[src/rtl/method_call_initiator_if.sv]
// rtl/method_call_initiator_if.sv - generated-method handshake between initiator and callee
interface method_call_initiator_if #(
  parameter int DATA_WIDTH = 32
);
  logic                  m_req;
  logic                  m_busy;
  logic [DATA_WIDTH-1:0] m_return;

  modport master (output m_req, input m_busy, input m_return);
  modport slave  (input m_req, output m_busy, output m_return);
endinterface

[src/rtl/method_call_initiator.sv]
// rtl/method_call_initiator.sv - issues one method call per start and checks its return value
module method_call_initiator #(
  parameter int DATA_WIDTH = 32,
  parameter int CNT_WIDTH  = 32,
  parameter int ACK_WAIT   = 4,
  parameter int TIMEOUT    = 10000
) (
  input  logic                   clk,
  input  logic                   reset,
  input  logic                   start,
  input  logic [DATA_WIDTH-1:0]  expected,
  input  logic [DATA_WIDTH-1:0]  mask,
  method_call_initiator_if.master m,
  output logic                   busy,
  output logic                   done,
  output logic                   pass,
  output logic                   fail,
  output logic                   timeout,
  output logic [DATA_WIDTH-1:0]  result,
  output logic [CNT_WIDTH-1:0]   cycles
);

  typedef enum logic [2:0] {IDLE, WAIT_IDLE, REQ, RUN, CHECK} state_t;

  state_t                state;
  logic [DATA_WIDTH-1:0] exp_q;
  logic [DATA_WIDTH-1:0] mask_q;
  logic [CNT_WIDTH-1:0]  tcnt;
  logic [CNT_WIDTH-1:0]  lcnt;
  logic [7:0]            acnt;

  logic [CNT_WIDTH-1:0]  tcnt_inc;
  logic [CNT_WIDTH-1:0]  lcnt_inc;
  logic                  t_expire;
  logic                  ack_expire;
  logic                  ret_match;

  always_comb begin
    tcnt_inc   = (&tcnt) ? tcnt : tcnt + CNT_WIDTH'(1);
    lcnt_inc   = (&lcnt) ? lcnt : lcnt + CNT_WIDTH'(1);
    t_expire   = tcnt_inc >= CNT_WIDTH'(TIMEOUT);
    ack_expire = ({1'b0, acnt} + 9'd1) >= 9'(ACK_WAIT);
    ret_match  = ((m.m_return ^ exp_q) & mask_q) == '0;
  end

  always_ff @(posedge clk) begin
    if (reset) begin
      state   <= IDLE;
      m.m_req <= 1'b0;
      busy    <= 1'b0;
      done    <= 1'b0;
      pass    <= 1'b0;
      fail    <= 1'b0;
      timeout <= 1'b0;
      result  <= '0;
      cycles  <= '0;
      exp_q   <= '0;
      mask_q  <= '0;
      tcnt    <= '0;
      lcnt    <= '0;
      acnt    <= '0;
    end else begin
      done <= 1'b0;
      // The overall timeout is checked first so it wins over a same-cycle m_busy edge.
      if ((state == WAIT_IDLE || state == REQ || state == RUN) && t_expire) begin
        tcnt    <= tcnt_inc;
        m.m_req <= 1'b0;
        timeout <= 1'b1;
        pass    <= 1'b0;
        fail    <= 1'b0;
        result  <= m.m_return;
        cycles  <= lcnt;
        done    <= 1'b1;
        state   <= CHECK;
      end else begin
        case (state)
          IDLE: begin
            if (start) begin
              exp_q   <= expected;
              mask_q  <= mask;
              pass    <= 1'b0;
              fail    <= 1'b0;
              timeout <= 1'b0;
              tcnt    <= '0;
              lcnt    <= '0;
              acnt    <= '0;
              busy    <= 1'b1;
              if (m.m_busy) begin
                state <= WAIT_IDLE;
              end else begin
                state   <= REQ;
                m.m_req <= 1'b1;
                lcnt    <= CNT_WIDTH'(1);
              end
            end
          end
          WAIT_IDLE: begin
            tcnt <= tcnt_inc;
            if (!m.m_busy) begin
              state   <= REQ;
              m.m_req <= 1'b1;
              lcnt    <= CNT_WIDTH'(1);
              acnt    <= '0;
            end
          end
          REQ: begin
            tcnt <= tcnt_inc;
            if (m.m_busy) begin
              // lcnt holds across the ack edge so cycles spans first request to last busy cycle.
              state   <= RUN;
              m.m_req <= 1'b0;
            end else if (ack_expire) begin
              m.m_req <= 1'b0;
              timeout <= 1'b1;
              pass    <= 1'b0;
              fail    <= 1'b0;
              result  <= m.m_return;
              cycles  <= lcnt;
              done    <= 1'b1;
              state   <= CHECK;
            end else begin
              acnt <= acnt + 8'd1;
              lcnt <= lcnt_inc;
            end
          end
          RUN: begin
            tcnt <= tcnt_inc;
            if (!m.m_busy) begin
              result <= m.m_return;
              cycles <= lcnt;
              pass   <= ret_match;
              fail   <= !ret_match;
              done   <= 1'b1;
              state  <= CHECK;
            end else begin
              lcnt <= lcnt_inc;
            end
          end
          CHECK: begin
            busy  <= 1'b0;
            state <= IDLE;
          end
          default: begin
            state   <= IDLE;
            m.m_req <= 1'b0;
            busy    <= 1'b0;
          end
        endcase
      end
    end
  end

endmodule

[src/flat_wrapper.sv]
// flat-port wrapper written by rule: the top's interface ports become plain ports
module method_call_initiator_flat 
#(
  parameter int DATA_WIDTH = 32,
  parameter int CNT_WIDTH  = 32,
  parameter int ACK_WAIT   = 4,
  parameter int TIMEOUT    = 10000
)
  (clk, reset, start, expected, mask, busy, done, pass, fail, timeout, result, cycles, m_m_req, m_m_busy, m_m_return);
  method_call_initiator_if #(.DATA_WIDTH(DATA_WIDTH)) m_i ();
  input  logic clk;
  input  logic reset;
  input  logic start;
  input  logic [DATA_WIDTH-1:0] expected;
  input  logic [DATA_WIDTH-1:0] mask;
  output logic busy;
  output logic done;
  output logic pass;
  output logic fail;
  output logic timeout;
  output logic [DATA_WIDTH-1:0] result;
  output logic [CNT_WIDTH-1:0] cycles;
  output wire logic [$bits(m_i.m_req)-1:0] m_m_req;
  input wire logic [$bits(m_i.m_busy)-1:0] m_m_busy;
  input wire logic [$bits(m_i.m_return)-1:0] m_m_return;
  assign m_m_req = m_i.m_req;
  assign m_i.m_busy = m_m_busy;
  assign m_i.m_return = m_m_return;
  method_call_initiator #(.DATA_WIDTH(DATA_WIDTH), .CNT_WIDTH(CNT_WIDTH), .ACK_WAIT(ACK_WAIT), .TIMEOUT(TIMEOUT)) u_core (.clk(clk), .reset(reset), .start(start), .expected(expected), .mask(mask), .m(m_i), .busy(busy), .done(done), .pass(pass), .fail(fail), .timeout(timeout), .result(result), .cycles(cycles));
endmodule
[config.mk]
export PLATFORM = sky130hd
export DESIGN_NAME = method_call_initiator_flat
export DESIGN_NICKNAME = d
export VERILOG_FILES = /design/src/rtl/method_call_initiator_if.sv /design/src/rtl/method_call_initiator.sv /design/src/flat_wrapper.sv
export SDC_FILE = /design/constraint.sdc
export NUM_CORES = 1
export LEC_CHECK = 0
export CAP_MARGIN = 40
export CORE_UTILIZATION = 55
export DETAILED_ROUTE_END_ITERATION = 12
export GPL_TIMING_DRIVEN = 0
export PLACE_DENSITY = 0.83
export SLEW_MARGIN = 20
export SYNTH_ARGS = -nofsm -noshare
export SYNTH_HDL_FRONTEND = slang
export SYNTH_SLANG_ARGS = --single-unit
[constraint.sdc]
create_clock -name clk -period 9.2 [get_ports clk]
set_input_delay 0.92 -clock clk [delete_from_list [all_inputs] [get_ports clk]]
set_output_delay 0.92 -clock clk [all_outputs]
set_load 0.005 [all_outputs]
* Word level (Yosys, flattened, before mapping)
Index checks and enable logic that the tools add are counted.
** Cells by class
- Reductions and logical operators :: 28
- Order comparisons :: 2
- Equality and inequality tests :: 18
- Bitwise logic cells :: 5
- Add/subtract/negate cells :: 4
- Mux-type cells :: 57
** Operators by type and width (count)
- $mux 32 :: 17
- $pmux 32 s2 :: 3
- $pmux 32 s4 :: 1
- $add 32x1->32 const B :: 2
- $reduce_and 32->1 :: 2
- $and 32x32->32 :: 1
- $ge 32x14->1 const B :: 1
- $logic_not 32->1 :: 1
- $mux 8 :: 4
- $xor 32x32->32 :: 1
- $pmux 8 s3 :: 1
- $mux 3 :: 6
- $mux 1 :: 17
- $reduce_and 4->1 :: 4
- $reduce_bool 3->1 :: 5
- $ne 2x2->1 const B :: 6
- $pmux 3 s4 :: 1
- $add 8x1->9 const B :: 1
- $ge 9x3->1 const B :: 1
- $ne 3x2->1 const B :: 3
- $ne 3x3->1 const B :: 3
- $reduce_and 3->1 :: 3
- $add 8x1->8 const B :: 1
- $reduce_and 7->1 :: 1
- 20 further kinds :: 28
** Storage, ports and cells
- Word-level logic and storage cells :: 129
- Input port bits :: 100
- Bits in registers :: 209

* Longest topological paths before layout
- Word-level depth :: 6
- Mapped depth :: 15
- Mapped depth without buffers :: 11

* Least setup slack after synthesis
Ideal clock, no wire load.
- Kind :: register to register
- Start :: register u_core.tcnt[0]
- End :: register u_core.cycles[0]
- Period minus slack after synthesis :: 3.744 ns
- Setup time :: 0.072 ns
- Arrival :: 3.673 ns
- Stages on the path, launching flop included :: 16
- Path slack :: 5.456 ns
- Path buffers :: 4
- Path through :: dfxtp_1 > ha_1 > nand3_1 > clkbuf_1 > or4_1 > or4_1 > xor2_1 > o21ai_0 > nor4_1 > nand4_1 > o31a_1 > buf_2 > o22ai_2 > buf_4 > buf_6 > mux2i_1
** Between the ends
- Longest elaborated chain between the ends :: 6
** Ends and longest elaborated chain
- start, declared :: line method_call_initiator.sv:28 : logic [CNT_WIDTH-1:0] tcnt;
- start signal, assigned :: line method_call_initiator.sv:66 : tcnt <= tcnt_inc;
- start signal, assigned :: line method_call_initiator.sv:98 : tcnt <= tcnt_inc;
- start signal, assigned :: line method_call_initiator.sv:107 : tcnt <= tcnt_inc;
- $add 32x1->32 / $reduce_and 32->1 (equally long branches) :: line method_call_initiator.sv:39 : tcnt_inc = (&tcnt) ? tcnt : tcnt + CNT_WIDTH'(1);
- $mux 32 (*) :: line method_call_initiator.sv:39
- $ge 32x14->1 (*) :: line method_call_initiator.sv:41 : t_expire = tcnt_inc >= CNT_WIDTH'(TIMEOUT);
- $logic_and 1x1->1 (*) :: line method_call_initiator.sv:65 : if ((state == WAIT_IDLE || state == REQ || state == RUN) && t_expire) begin
- $ne 3x2->1 (no source line), or another cell as far along
- $reduce_and 4->1 (no source line)
- end signal, assigned :: line method_call_initiator.sv:72 : cycles <= lcnt;
- end signal, assigned :: line method_call_initiator.sv:118 : cycles <= lcnt;
- end signal, assigned :: line method_call_initiator.sv:130 : cycles <= lcnt;
- end, declared :: line method_call_initiator.sv:20 : output logic [CNT_WIDTH-1:0] cycles
Every way passes the cells marked *; elsewhere a longest branch is shown, timed or not.
A chain may end at the register's enable or synchronous reset.

* Final worst setup path
- Start :: register u_core.tcnt[6]
- End :: register u_core.lcnt[24]
** Between the ends
- Longest elaborated chain between the ends :: 6
** Ends and longest elaborated chain
- $add 32x1->32 / $reduce_and 32->1 (equally long branches) :: line method_call_initiator.sv:39
- $mux 32 (*) :: line method_call_initiator.sv:39
- $ge 32x14->1 (*) :: line method_call_initiator.sv:41
- $logic_and 1x1->1 (*) :: line method_call_initiator.sv:65
- $not 1->1 (no source line) (*)
- $reduce_and 7->1 (no source line) (*)
- end signal, assigned :: line method_call_initiator.sv:123 : lcnt <= lcnt_inc;
- end signal, assigned :: line method_call_initiator.sv:136 : lcnt <= lcnt_inc;
- end, declared :: line method_call_initiator.sv:29 : logic [CNT_WIDTH-1:0] lcnt;
Marked as above.

==> flow_metrics.tcl <==
set metrics [dict create \
    crit_chain "nand4_2, nor4_4, and2_1, buf_2, o21ai_0, o31a_1, nor4b_1, or4b_4, o21a_4, clkbuf_1, clkbuf_1, nor2_1, o22ai_1" \
    synthFlopType "dfxtp_1" \
    clockRootBuffer "clkbuf_16" \
    row_count 49 \
    synth.distinct_cells 63 \
    synth_xor_area_frac 0.0357 \
    gp_congestion 0.951 \
    vias 10298 \
    cp-start-kind "register" \
    finClkSkew_ns 0.0264 \
    place_hpwl_um 22500 \
    drive_above_1_share 0.0518 \
    yosysMostFrequentCell "nand2_1" \
    antenna_found_initial 0 \
    die_y_um 137 \
    synthCells 1276 \
    ff2ff_setup_slack_ns 4.59 \
    hold_violations 0 \
    async_flop_share 0 \
    syn_nets 1380 \
    portBuffers 167 \
    clockBufferDepth 3 \
    critPathArrivalTime_ns 5.05 \
    area_growth_syn_to_layout_pct 27.0 \
    top_level_ports 170 \
    worst_path_largest_cell_delay_ns 0.76 \
    dieArea_um2 18800 \
    end_kind "register" \
    maxSlewViolCount 0 \
    ant_nets 0 \
    rsz0062_at_grt "false" \
    relSlewSlack 0.421 \
    period_share 0.501 \
    grt-ovfl-total 0 \
    grt_first_pass_wirelength_um 48100 \
    cts.hold.buffers_added 0 \
    grt_max_degree 14 \
    synth_top_family_by_area "simple AND/OR/NAND/NOR gates" \
    fillers 1478 \
    endpoint "u_core.lcnt[24]" \
    cts_sinks 209 \
    worst_slew_pin_slew_ns 0.857 \
    critical_path_class "register to register" \
    p_per_area_nw_per_um2 169 \
    worstSkewPairLatency_ns 0.52 \
    synth-edff-count 0 \
    cts_buffers 23 \
    htree_levels 1 \
    final_util 0.712 \
    min_period_ns 4.61 \
    path_max_fanout 10 \
    r2r_end "u_core.lcnt[24]" \
    cpMaxStageDelayCell "nor4b_1" \
    wl_um 31000 \
    seq_area_frac_synth 0.416 \
    r2r_cells 13 \
    synth_top_area_frac 0.416 \
    nets 1573 \
    rr_startpoint "u_core.tcnt[6]" \
    place_area_um2 12000 \
    required_ns 9.64 \
    cts_resized 0 \
    ys_ff_latch 209 \
    hp-class "register to register" \
    post_drt_wl_per_cell_um 18.1 \
    syn_area_per_cell_um2 7.89 \
    viasPerCell 6.00 \
    synth-adder-area-share 0.00497 \
    setup_violations 0 \
    yosys.area_share.simple 0.264 \
    drc 0 \
    dr.pass1.iters 7 \
    fmax_mhz 217 \
    drt_iter0_markers 922 \
    initial_core_util 0.560 \
    postLayoutCellArea_um2 12800 \
    path_clk_slew_ns 0.06 \
    cts_setup_buffers 0 \
    core_um2 18000 \
    synth.area.top_cells "dfxtp_1, nand2_1, mux2i_1" \
    synth_mux_area_frac 0.0687 \
    fin_tns_setup_ns 0 \
    track_usage 0.325 \
    yosys-top-cells-count "nand2_1, dfxtp_1, a21oi_1, clkbuf_1, nor2_1" \
    status "complete, no violations" \
    syn-cell-area_um2 10100 \
    die_w_um 137 \
    yosys_warnings 0 \
    cp_common_cell "clkbuf_1" \
    ir_drop_mv 0.139 \
    grt_pass1_vias 9378 \
    startpoint "u_core.tcnt[6]" \
    synth_compound_area_frac 0.164 \
    yosys.area.top_type "dfxtp_1" \
    max-cap-violations 0 \
    p_leak_uw 0.00497 \
    cts_tree "done" \
]
-- area by class of cell --
cell class              instances  area (um2)  share of cell area
multi-input cells             957        5410               0.423
clock buffers                  31         626              0.0489
clock inverters                11         120             0.00940
repair buffers                168        1680               0.131
flip-flops and latches        209        4180               0.327
well taps                     229         287              0.0224
inverters                       9        33.8             0.00264
plain buffers                 101         439              0.0344
diodes                          2        5.00            0.000392
-- cell families after synthesis --
family,count (synthesis)
AOI/OAI and AO/OA,270
xor gates and xnor gates,41
adders and majority gates,4
buffers and inverters,110
DFF,209
muxes,69
and+or+nand+nor,573
-- power breakdown --
part | switching, uW | leakage, uW | internal, uW
Clock | 377 | 0.000358 | 536
Combinational | 173 | 0.00292 | 111
Sequential | 21.1 | 0.00170 | 936
-- cells in the final DEF, fill, tap and decap left out, types with 11 or more instances in the layout --
cell and count:
buf_2 12, mux2i_1 68, nand4_1 28, a21oi_1 126, or4_1 17, nor2_1 80
a31oi_1 17, or3_1 11, clkbuf_1 86, dfxtp_1 209, clkdlybuf4s50_1 167, a22oi_1 24
xor2_1 37, clkbuf_16 23, nand2_1 313, nor3_1 23, o21ai_0 40, and3_1 14
nand3_1 30, nor4_1 14
-- through the flow --
step                      cells  power [uW]  hold WS, ns  setup slack (ns)
after floorplan            1276        1130        0.436              5.46
after global routing       1715        2230        0.472              4.37
final                      1717        2150        0.454              4.59
after detailed placement   1673        1250        0.447              4.70
after CTS                  1715        2160        0.455              4.68
after global placement     1672        1250        0.442              4.78
-- critical path: cells and delay by family, from the launching register on --
kind | cells | cell delay (ns)
compound gates | 4 | 0.65
buf+inv | 3 | 1.11
simple gates | 6 | 2.26
flops | 1 | 0.49
-- state kept, by name (all words and copies together), names as in the netlist --
signal	count
u_core.exp_q	32
u_core.mask_q	32
u_core.m.m_req	1
u_core.fail	1
u_core.timeout	1
u_core.tcnt	32
u_core.busy	1
u_core.cycles	32
u_core.state	3
u_core.result	32
u_core.pass	1
u_core.acnt	8
u_core.done	1
u_core.lcnt	32
-- worst min-delay path by stage --
stage | startpoint | to | slack, ns | depth (start not counted)
after floorplan | u_core.mask_q[0] | u_core.mask_q[0] | 0.44 | 2
after global placement | u_core.mask_q[15] | u_core.mask_q[15] | 0.44 | 2
after detailed placement | u_core.mask_q[25] | u_core.mask_q[25] | 0.45 | 2
after CTS | u_core.mask_q[25] | u_core.mask_q[25] | 0.45 | 2
after global routing | u_core.mask_q[31] | u_core.mask_q[31] | 0.47 | 2
final | u_core.mask_q[25] | u_core.mask_q[25] | 0.45 | 2
-- metal layers --
metal  global-route usage  up-vias  wire, um
li1                     -     4893         -
met4                0.140        0      1280
met3               0.0545       86      2230
met1                0.421     4823     12900
met2                0.533      496     14600
met5                    0        -         0
No activity file was read; power rests on OpenSTA's default activity.
